`config.mk`:
```
export PLATFORM = sky130hd
export DESIGN_NAME = sector_buf_slave
export DESIGN_NICKNAME = d
export VERILOG_FILES = /design/src/rtl/sector_buf_pkg.sv /design/src/rtl/sector_ram.sv /design/src/rtl/sector_buf_slave.sv
export SDC_FILE = /design/constraint.sdc
export NUM_CORES = 2
export LEC_CHECK = 0
export ABC_AREA = 0
export ABC_CLOCK_PERIOD_IN_PS = 4550
export CAP_MARGIN = 20
export CORE_MARGIN = 2
export CORE_UTILIZATION = 55
export DETAILED_ROUTE_END_ITERATION = 8
export PLACE_DENSITY = 0.71
export SYNTH_ARGS = -nofsm -noshare
export SYNTH_HDL_FRONTEND = slang
export SYNTH_SLANG_ARGS = --single-unit
```
`constraint.sdc`:
```
create_clock -name clk_sys -period 4.55 [get_ports clk_sys]
set_input_delay 0.91 -clock clk_sys [delete_from_list [all_inputs] [get_ports clk_sys]]
set_output_delay 0.91 -clock clk_sys [all_outputs]
set_load 0.05 [all_outputs]
```
`src/rtl/sector_buf_pkg.sv`:
```
// Shared types and widths for the sector buffer Avalon-MM slave.
package sector_buf_pkg;

    localparam int unsigned DATA_W = 32;
    localparam int unsigned BE_W   = 4;

    typedef enum logic [1:0] {
        IDLE     = 2'd0,
        RD       = 2'd1,
        RD_DRAIN = 2'd2,
        WR       = 2'd3
    } state_t;

endpackage

```
`src/rtl/sector_ram.sv`:
```
// Single-port word RAM with byte-lane write enables and a registered read port.
module sector_ram
    import sector_buf_pkg::*;
#(
    parameter int unsigned ADDR_W = 7
) (
    input  logic              clk_sys,
    input  logic              rd,
    input  logic [BE_W-1:0]   we,
    input  logic [ADDR_W-1:0] addr,
    input  logic [DATA_W-1:0] wdata,
    output logic [DATA_W-1:0] rdata
);

    localparam int unsigned DEPTH = 1 << ADDR_W;

    logic [DATA_W-1:0] mem [DEPTH];

    // No reset: contents persist across reset, which keeps this mappable to block RAM.
    always_ff @(posedge clk_sys) begin
        for (int k = 0; k < int'(BE_W); k++) begin
            if (we[k]) begin
                mem[addr][k*8 +: 8] <= wdata[k*8 +: 8];
            end
        end
        if (rd) begin
            rdata <= mem[addr];
        end
    end

endmodule

```
`src/rtl/sector_buf_slave.sv`:
```
// Avalon-MM burst slave over a sector RAM: FSM, address/beat counters,
// read-valid pipeline and sticky protocol-error flag.
module sector_buf_slave
    import sector_buf_pkg::*;
#(
    parameter int unsigned ADDR_W    = 7,
    parameter int unsigned BURST_W   = 5,
    parameter int unsigned MAX_BURST = 16
) (
    input  logic               clk_sys,
    input  logic               reset,
    input  logic [ADDR_W-1:0]  avs_address,
    input  logic               avs_read,
    input  logic               avs_write,
    input  logic [DATA_W-1:0]  avs_writedata,
    input  logic [BE_W-1:0]    avs_byteenable,
    input  logic [BURST_W-1:0] avs_burstcount,
    output logic               avs_waitrequest,
    output logic [DATA_W-1:0]  avs_readdata,
    output logic               avs_readdatavalid,
    output logic               err
);

    state_t              state, next_state;
    logic [ADDR_W-1:0]   addr_q;
    logic [BURST_W-1:0]  rem_q;
    logic [BURST_W-1:0]  len_c;
    logic                over_c;
    logic                idle_ok_c;
    logic                issue_c;
    logic                load_c;
    logic                adv_c;
    logic                err_set_c;
    logic [BE_W-1:0]     we_c;
    logic [ADDR_W-1:0]   ram_addr_c;
    logic [DATA_W-1:0]   ram_q;
    logic                rd_pipe;

    // Burst length: 0 means 1, oversize clamps to MAX_BURST.
    always_comb begin
        over_c = avs_burstcount > BURST_W'(MAX_BURST);
        len_c  = avs_burstcount;
        if (avs_burstcount == '0) begin
            len_c = BURST_W'(1);
        end else if (over_c) begin
            len_c = BURST_W'(MAX_BURST);
        end
    end

    assign idle_ok_c = (state == IDLE) && !avs_waitrequest;

    always_ff @(posedge clk_sys) begin
        if (reset) begin
            state <= IDLE;
        end else begin
            state <= next_state;
        end
    end

    always_comb begin
        next_state = state;
        case (state)
            IDLE: begin
                if (idle_ok_c) begin
                    if (avs_read) begin
                        next_state = RD;
                    end else if (avs_write && (len_c != BURST_W'(1))) begin
                        next_state = WR;
                    end
                end
            end
            RD:       if (rem_q == '0) next_state = RD_DRAIN;
            RD_DRAIN: if (!rd_pipe) next_state = IDLE;
            WR:       if (avs_write && (rem_q == BURST_W'(1))) next_state = IDLE;
            default:  next_state = IDLE;
        endcase
    end

    // Beat 0 of a read is issued at accept time so data lands two cycles later.
    always_comb begin
        issue_c    = 1'b0;
        load_c     = 1'b0;
        adv_c      = 1'b0;
        err_set_c  = 1'b0;
        we_c       = '0;
        ram_addr_c = addr_q;
        case (state)
            IDLE: begin
                if (idle_ok_c && (avs_read || avs_write)) begin
                    ram_addr_c = avs_address;
                    load_c     = 1'b1;
                    err_set_c  = over_c || (avs_read && avs_write);
                    if (avs_read) begin
                        issue_c = 1'b1;
                    end else begin
                        we_c = avs_byteenable;
                    end
                end
            end
            RD: begin
                if (rem_q != '0) begin
                    issue_c = 1'b1;
                    adv_c   = 1'b1;
                end
            end
            WR: begin
                err_set_c = avs_read;
                if (avs_write) begin
                    we_c  = avs_byteenable;
                    adv_c = 1'b1;
                end
            end
            default: ;
        endcase
    end

    always_ff @(posedge clk_sys) begin
        if (load_c) begin
            addr_q <= avs_address + ADDR_W'(1);
            rem_q  <= len_c - BURST_W'(1);
        end else if (adv_c) begin
            addr_q <= addr_q + ADDR_W'(1);
            rem_q  <= rem_q - BURST_W'(1);
        end
    end

    always_ff @(posedge clk_sys) begin
        if (reset) begin
            avs_waitrequest   <= 1'b1;
            rd_pipe           <= 1'b0;
            avs_readdatavalid <= 1'b0;
            avs_readdata      <= '0;
            err               <= 1'b0;
        end else begin
            avs_waitrequest   <= (next_state == RD) || (next_state == RD_DRAIN);
            rd_pipe           <= issue_c;
            avs_readdatavalid <= rd_pipe;
            if (rd_pipe) begin
                avs_readdata <= ram_q;
            end
            if (err_set_c) begin
                err <= 1'b1;
            end
        end
    end

    sector_ram #(
        .ADDR_W (ADDR_W)
    ) u_ram (
        .clk_sys (clk_sys),
        .rd      (issue_c),
        .we      (we_c),
        .addr    (ram_addr_c),
        .wdata   (avs_writedata),
        .rdata   (ram_q)
    );

endmodule

```
# After elaboration in Yosys (flattened, before gate mapping)
# Memory sizes are Yosys's and may differ from the RTL's. A register that Yosys moved wholly into a read port is not among the register bits.
# Index checks and enable logic that the tools add are counted.
# W data, S select, Z words.
[word_totals] word_cells=72 inputBits=52 ram_bits=4096 mem_count=1 regBits=50 output_inout_bits=35
[op_classes] addsub=4 reduce_logical=14 n_lt_le_gt_ge=1 n_eq_ne=7 mux=37
[mem_list] name="u_ram.mem" words=128 width=32 read_ports=1 rd_ports_with_merged_regs=1 write_ports=1 line="sector_ram.sv:17" text="logic [DATA_W-1:0] mem [DEPTH];"
[op_table] op="$mux W7" n=4
[op_table] op="$mux W5" n=4
[op_table] op="$mux W1" n=15
[op_table] op="$add A7 B1 Y7 const B" n=2
[op_table] op="$mux W2" n=6
[op_table] op="$mux W4" n=3
[op_table] op="$logic_not A5 Y1" n=2
[op_table] op="$sub A5 B1 Y5 const B" n=2
[op_table] op="$pmux W2 S4" n=1
[op_table] op="$pmux W4 S2" n=1
[op_table] op="$eq A2 B2 Y1 const B" n=3
[op_table] op="$pmux W1 S2" n=3
[op_table] op="$eq A5 B1 Y1 const B" n=1
[op_table] op="$gt A5 B5 Y1 const B" n=1
[op_table] op="$logic_and A1 B1 Y1" n=5
[op_table] op="$ne A5 B1 Y1 const B" n=1
[op_table] op="$reduce_bool A5 Y1" n=1
[op_table] op="$eq A2 B1 Y1 const B" n=2
[op_table] op="$logic_or A1 B1 Y1" n=3
[op_table] op="$logic_not A2 Y1" n=1
[op_table] op="$reduce_bool A2 Y1" n=1
[op_table] op="$logic_not A1 Y1" n=1

# Logic depth before layout (Yosys ltp)
[depth] depth_word=11 mapped_depth=17 ltp_nobuf=12

# Hierarchy
# From an unflattened synthesis, not the netlist that was laid out.
[hier_totals] cells_unflattened=9838 hier_area_um2=162642.2
[modules_own_cells] mod="sector_ram" seq_area_each_um2=123958.9 area_each_um2=160217.4 n_inst=1 cells_each=9595
[modules_own_cells] mod="sector_buf_slave" seq_area_each_um2=1121.1 area_each_um2=2424.8 n_inst=1 cells_each=243

# Worst setup path before layout
# OpenSTA, ideal clock, no wires.
[synth_timing] kind="input to register" start="input avs_read" end="memory u_ram.mem[25][0] (enable)" setup_ps=383 n_path_buf=5 slack_ps=846 t_arrival_ps=3321 t_required_ps=4167 path_stages=10 path_cell_list="or2_1 -> buf_4 -> nand3_2 -> and2_1 -> buf_6 -> clkbuf_1 -> clkbuf_1 -> nand3_1 -> clkbuf_1 -> nor3_1"
[synth_between] elab_chain_len=6 word_cells_on_any_way=9 cone_classes="mux (7); reduce/logical (2)"
[synth_lines] item="from (decl)" line="sector_buf_slave.sv:13" text="input logic avs_read,"
[synth_lines] item="$logic_or A1 B1 Y1" line="sector_buf_slave.sv:89" text="if (idle_ok_c && (avs_read || avs_write)) begin"
[synth_lines] item="$logic_and A1 B1 Y1" line="sector_buf_slave.sv:89"
[synth_lines] item="$mux W4" line="sector_buf_slave.sv:89"
[synth_lines] item="$pmux W4 S2" line="sector_buf_slave.sv:87" text="case (state)"
[synth_lines] item="$mux W1" line="sector_ram.sv:22" text="if (we[k]) begin"
[synth_lines] item="$mux W1 (not written as such)" line="sector_ram.sv:23" text="mem[addr][k*8 +: 8] <= wdata[k*8 +: 8];"
[synth_lines] item="to (decl)" line="sector_ram.sv:17"
# Parallel ways exist; a longest one is shown, timed or not.

# Final worst setup path
[layout_timing] start="register state[1]" end="register u_ram.rdata[28] (read register of u_ram.mem), data pin"
[layout_between] elab_chain_len=5 word_cells_on_any_way=8 cone_classes="eq/ne (1); mux (4); reduce/logical (3)"
[layout_lines] item="from (decl)" line="sector_buf_slave.sv:24" text="state_t state, next_state;"
[layout_lines] item="from (signal assigned)" line="sector_buf_slave.sv:56" text="state <= next_state;"
[layout_lines] item="$logic_not A2 Y1" line="sector_buf_slave.sv:50, sector_buf_slave.sv:87"
[layout_lines] item="$logic_and A1 B1 Y1" line="sector_buf_slave.sv:50" text="assign idle_ok_c = (state == IDLE) && !avs_waitrequest;"
[layout_lines] item="$logic_and A1 B1 Y1" line="sector_buf_slave.sv:89"
[layout_lines] item="$mux W1 or $mux W7 (tied branches)" line="sector_buf_slave.sv:89"
[layout_lines] item="$pmux W1 S2 or $mux W7 (tied branches)" line="sector_buf_slave.sv:87"
[layout_lines] item="to (decl)" line="sector_ram.sv:12" text="output logic [DATA_W-1:0] rdata"
# Parallel ways exist; a longest one is shown, timed or not.
# A chain may end at the register's enable or synchronous reset.

==> out/results.txt <==
r2r setup slk - 0.11 ns
Area growth, synth to finish - 17.48%
Hold Violations, Final - 0
initial antenna violation count - 34
later-pin clock latency in the skew report - 0.99 ns
Total Wirelength - 435200 um
WHS - 0.4157 ns
Rows - 198
drt pass-1 iters - 7
GRT met2 Usage - 44.76%
run status - finished clean
yosys warns - 0
Worst-Margin Slew - 1.228 ns
RSZ-0062 raised after global routing - false
fraction of the mapped netlist area in adder cells - 0.09140%
synth top area cells - edfxtp_1, mux2i_1, mux4_2, o22ai_1, nand2_1
worst path required time - 5.19 ns
met1 Use GR - 39.37%
CP Launch Type - register
ys async rst share - 0%
HPWL after DPL - 280600 um
GRT overflow - 0
sequential power share - 37.0%
Seq/Total Area, Yosys - 77.43%
syn_area_per_cell - 18.31 sq um
number of synthesized flops with an enable pin - 4140
fin cells - 14266
Compound-Gate Fraction of Synth Area - 4.702%
fmax - 225.4 MHz
Routed Antenna Nets - 0
syn nets - 8883
post-synthesis simple-gate area fraction - 4.237%
1st-iter DRT viols - 12635
Max-Cap Viols - 0
Crit Path Class - register to register
critical path peak fanout - 17
Final nets - 10084
endpoints failing setup - 0
clk sink count - 4178
Pwr Density - 620.3 mW/mm^2
final period utilization - 97.53%
Crit. End Element - register
share of cells above drive strength 1 - 22.83%
area fraction of the dominant cell type after synthesis - 76.96%
via count - 91559
CTS tree - yes
placed insts - 13479
worst vdd ir - 0.0005979 V
Critical R2R Launch - state[1]$_SDFF_PP0_
Synth Area in XOR/XNOR - 0.05422%
All-Layer GR Usage - 28.62%
Reg clk slew, reported paths - 0.07 ns
top_reg_cell synth - edfxtp_1
Die Area - 0.2981 sq mm
vias per std cell - 6.418
multiplexer share of the synthesized area - 11.77%
DIE WIDTH - 545.9 um
wire per inst - 30.50 um
Sw Ratio - 33.34%
HP Class - input pin to register
Synth cell types - 65
Switch Pwr - 39.24 mW
number of I/O pins - 87
# port buffers - 86
total core area - 0.2916 sq mm
Synth Cell Area - 0.1615 sq mm
cell accounting for the most synthesized area - edfxtp_1
CTS buffer count - 403
# DRC - 0
M3 GR Usage - 6.288%
FF+latch count, synth - 4178
Die Height - 545.9 um
clock power share - 28.1%
vias in the first global route - 89864
# fillers - 19043
Bufs on Longest Clock Path - 4
Final Wtd Congestion - 0.9100
Fin Setup TNS - 0 ns
global-route wire length before repair - 623600 um
Tmin final - 4.437 ns
Leak - 64.30 nW
root buf cell - clkbuf_16
cell count after synthesis - 8820
crit path from - state[1]$_SDFF_PP0_
CP arrival - 5.07 ns
Clock Skew - 0.1019 ns
Starting Density - 55.40%
fin. max-slew vios - 0
main combinational cell family by area after synthesis - multiplexers
combinational share of power - 34.9%
largest net degree at the start of global routing - 102
number of H-tree levels - 5
Int Pwr - 78.47 mW
Max-slew headroom - 18.10%
Worst Hold Launch - avs_writedata[6]
Total Power - 117.7 mW
Top Usage Layer GRT - met2
registers in the layout, indices dropped and copies added (netlist names):
name and count:
rd_pipe 1, rem_q 5, err 1, state 2
u_ram.mem 4096, u_ram.rdata 32, avs_waitrequest 1, addr_q 7
avs_readdata 32, avs_readdatavalid 1
kinds of logic (layout without fill, tap and decap cells):
kind of cell	after synthesis	count (layout)
AO/OA/AOI/OAI	1124	1124
XOR/XNOR	10	10
adder cells (fa/ha/maj)	12	12
buffers and inverters	602	2135
flip-flops	4178	4178
multiplexers	1424	1424
other	0	13
AND/OR/NAND/NOR	1470	1470
cell type report:
type	count	area (sq um)	share of cell area, %
diodes	13	32.53	0.01714
multi-input cells	4040	34040	17.94
inverters	8	53.80	0.02835
flip-flops and latches	4178	125100	65.91
well taps	3900	4880	2.571
repair buffers	1390	12630	6.657
clock buffers	502	10660	5.618
clock inverters	235	2394	1.261
cells in the mapped netlist (34+ instances only):
cell type	instances
edfxtp_1	4140
mux4_2	380
mux2i_1	1042
nor4_1	95
a21oi_1	45
o21ai_0	69
buf_1	37
clkbuf_1	299
buf_2	205
o22ai_1	532
a211oi_1	93
nand3_1	82
nand2_1	473
a31oi_1	38
and3_1	100
dfxtp_1	38
nand4_1	34
a22oi_1	189
nor3_1	300
nor2_1	318
a311oi_1	99
power groups by stage:
stage,Clock (mW),Combinational [mW],Sequential [mW]
detailed placement,0,40.3,44.4
CTS,33.3,40.6,43.6
finish,33.0,41.1,43.6
global placement,0,39.9,44.4
global route,34.7,42.6,43.6
floorplan,0,22.1,44.1
worst paths after layout:
| check | to | cells past startpoint |
|---|---|---|
| min reg2reg | avs_readdata[1]$_SDFFE_PP0P_ | 2 |
| max | u_ram.rdata[28]$_DFFE_PP_ | 14 |
| max reg2reg | u_ram.rdata[28]$_DFFE_PP_ | 14 |
| min | u_ram.mem[22][6]$_DFFE_PP_ | 1 |
per-layer routing:
metal  vias to the layer above  routed length, um
met5                         -                127
met4                        20              19900
met3                       923              49360
met2                      5552             203000
met1                     46722             162800
li1                      38342                  -
timing repair:
action	4_1_cts	5_1_grt
resized for setup	0	2
setup buffers	0	0
hold buffers	0	0
endpoints found under the setup margin	0	2
layout by cell type (no fill, tap or decap), drive strengths merged, types with 33 or more instances in the layout:
cell type	Yosys	layout
or4	33	33
clkbuf	303	519
nand4	34	34
nor4	95	95
nand3	91	91
a211oi	93	93
mux2i	1042	1042
a31oi	39	39
nand2	474	474
clkinv	0	175
a311oi	99	99
a22oi	189	189
o22ai	532	532
dfxtp	38	38
a21oi	45	45
buf	291	1320
nor3	302	302
mux4	380	380
and3	100	100
clkdlybuf4s50	0	53
o21ai	73	73
nor2	320	320
edfxtp	4140	4140
bufinv	0	36
metrics by stage:
step | setup slack, ns | util (%) | area, sq um
2_1_floorplan | 0.8460 | - | 161500
3_5_place_dp | -0.5720 | 60.50 | 176400
6_report | 0.1126 | 65.08 | 189800
5_1_grt | 0.02127 | 65.07 | 189700
4_1_cts | 0.06255 | 64.97 | 189500
3_3_place_gp | -0.5816 | 60.45 | 176300
worst max-delay path: stages (launching register included):
cell and delay [ns]:
dfxtp_1 0.44, inv_1 0.12, ha_1 0.21, nand2b_1 0.33, nor2_4 0.09, mux2_8 0.46, buf_12 0.24, buf_4 0.21
buf_4 0.28, mux2i_1 0.22, o22ai_1 0.13, nor4_1 0.72, o22ai_1 0.20, a21oi_1 0.33, nand2_1 0.09
Power figures use the tool's default switching activity.
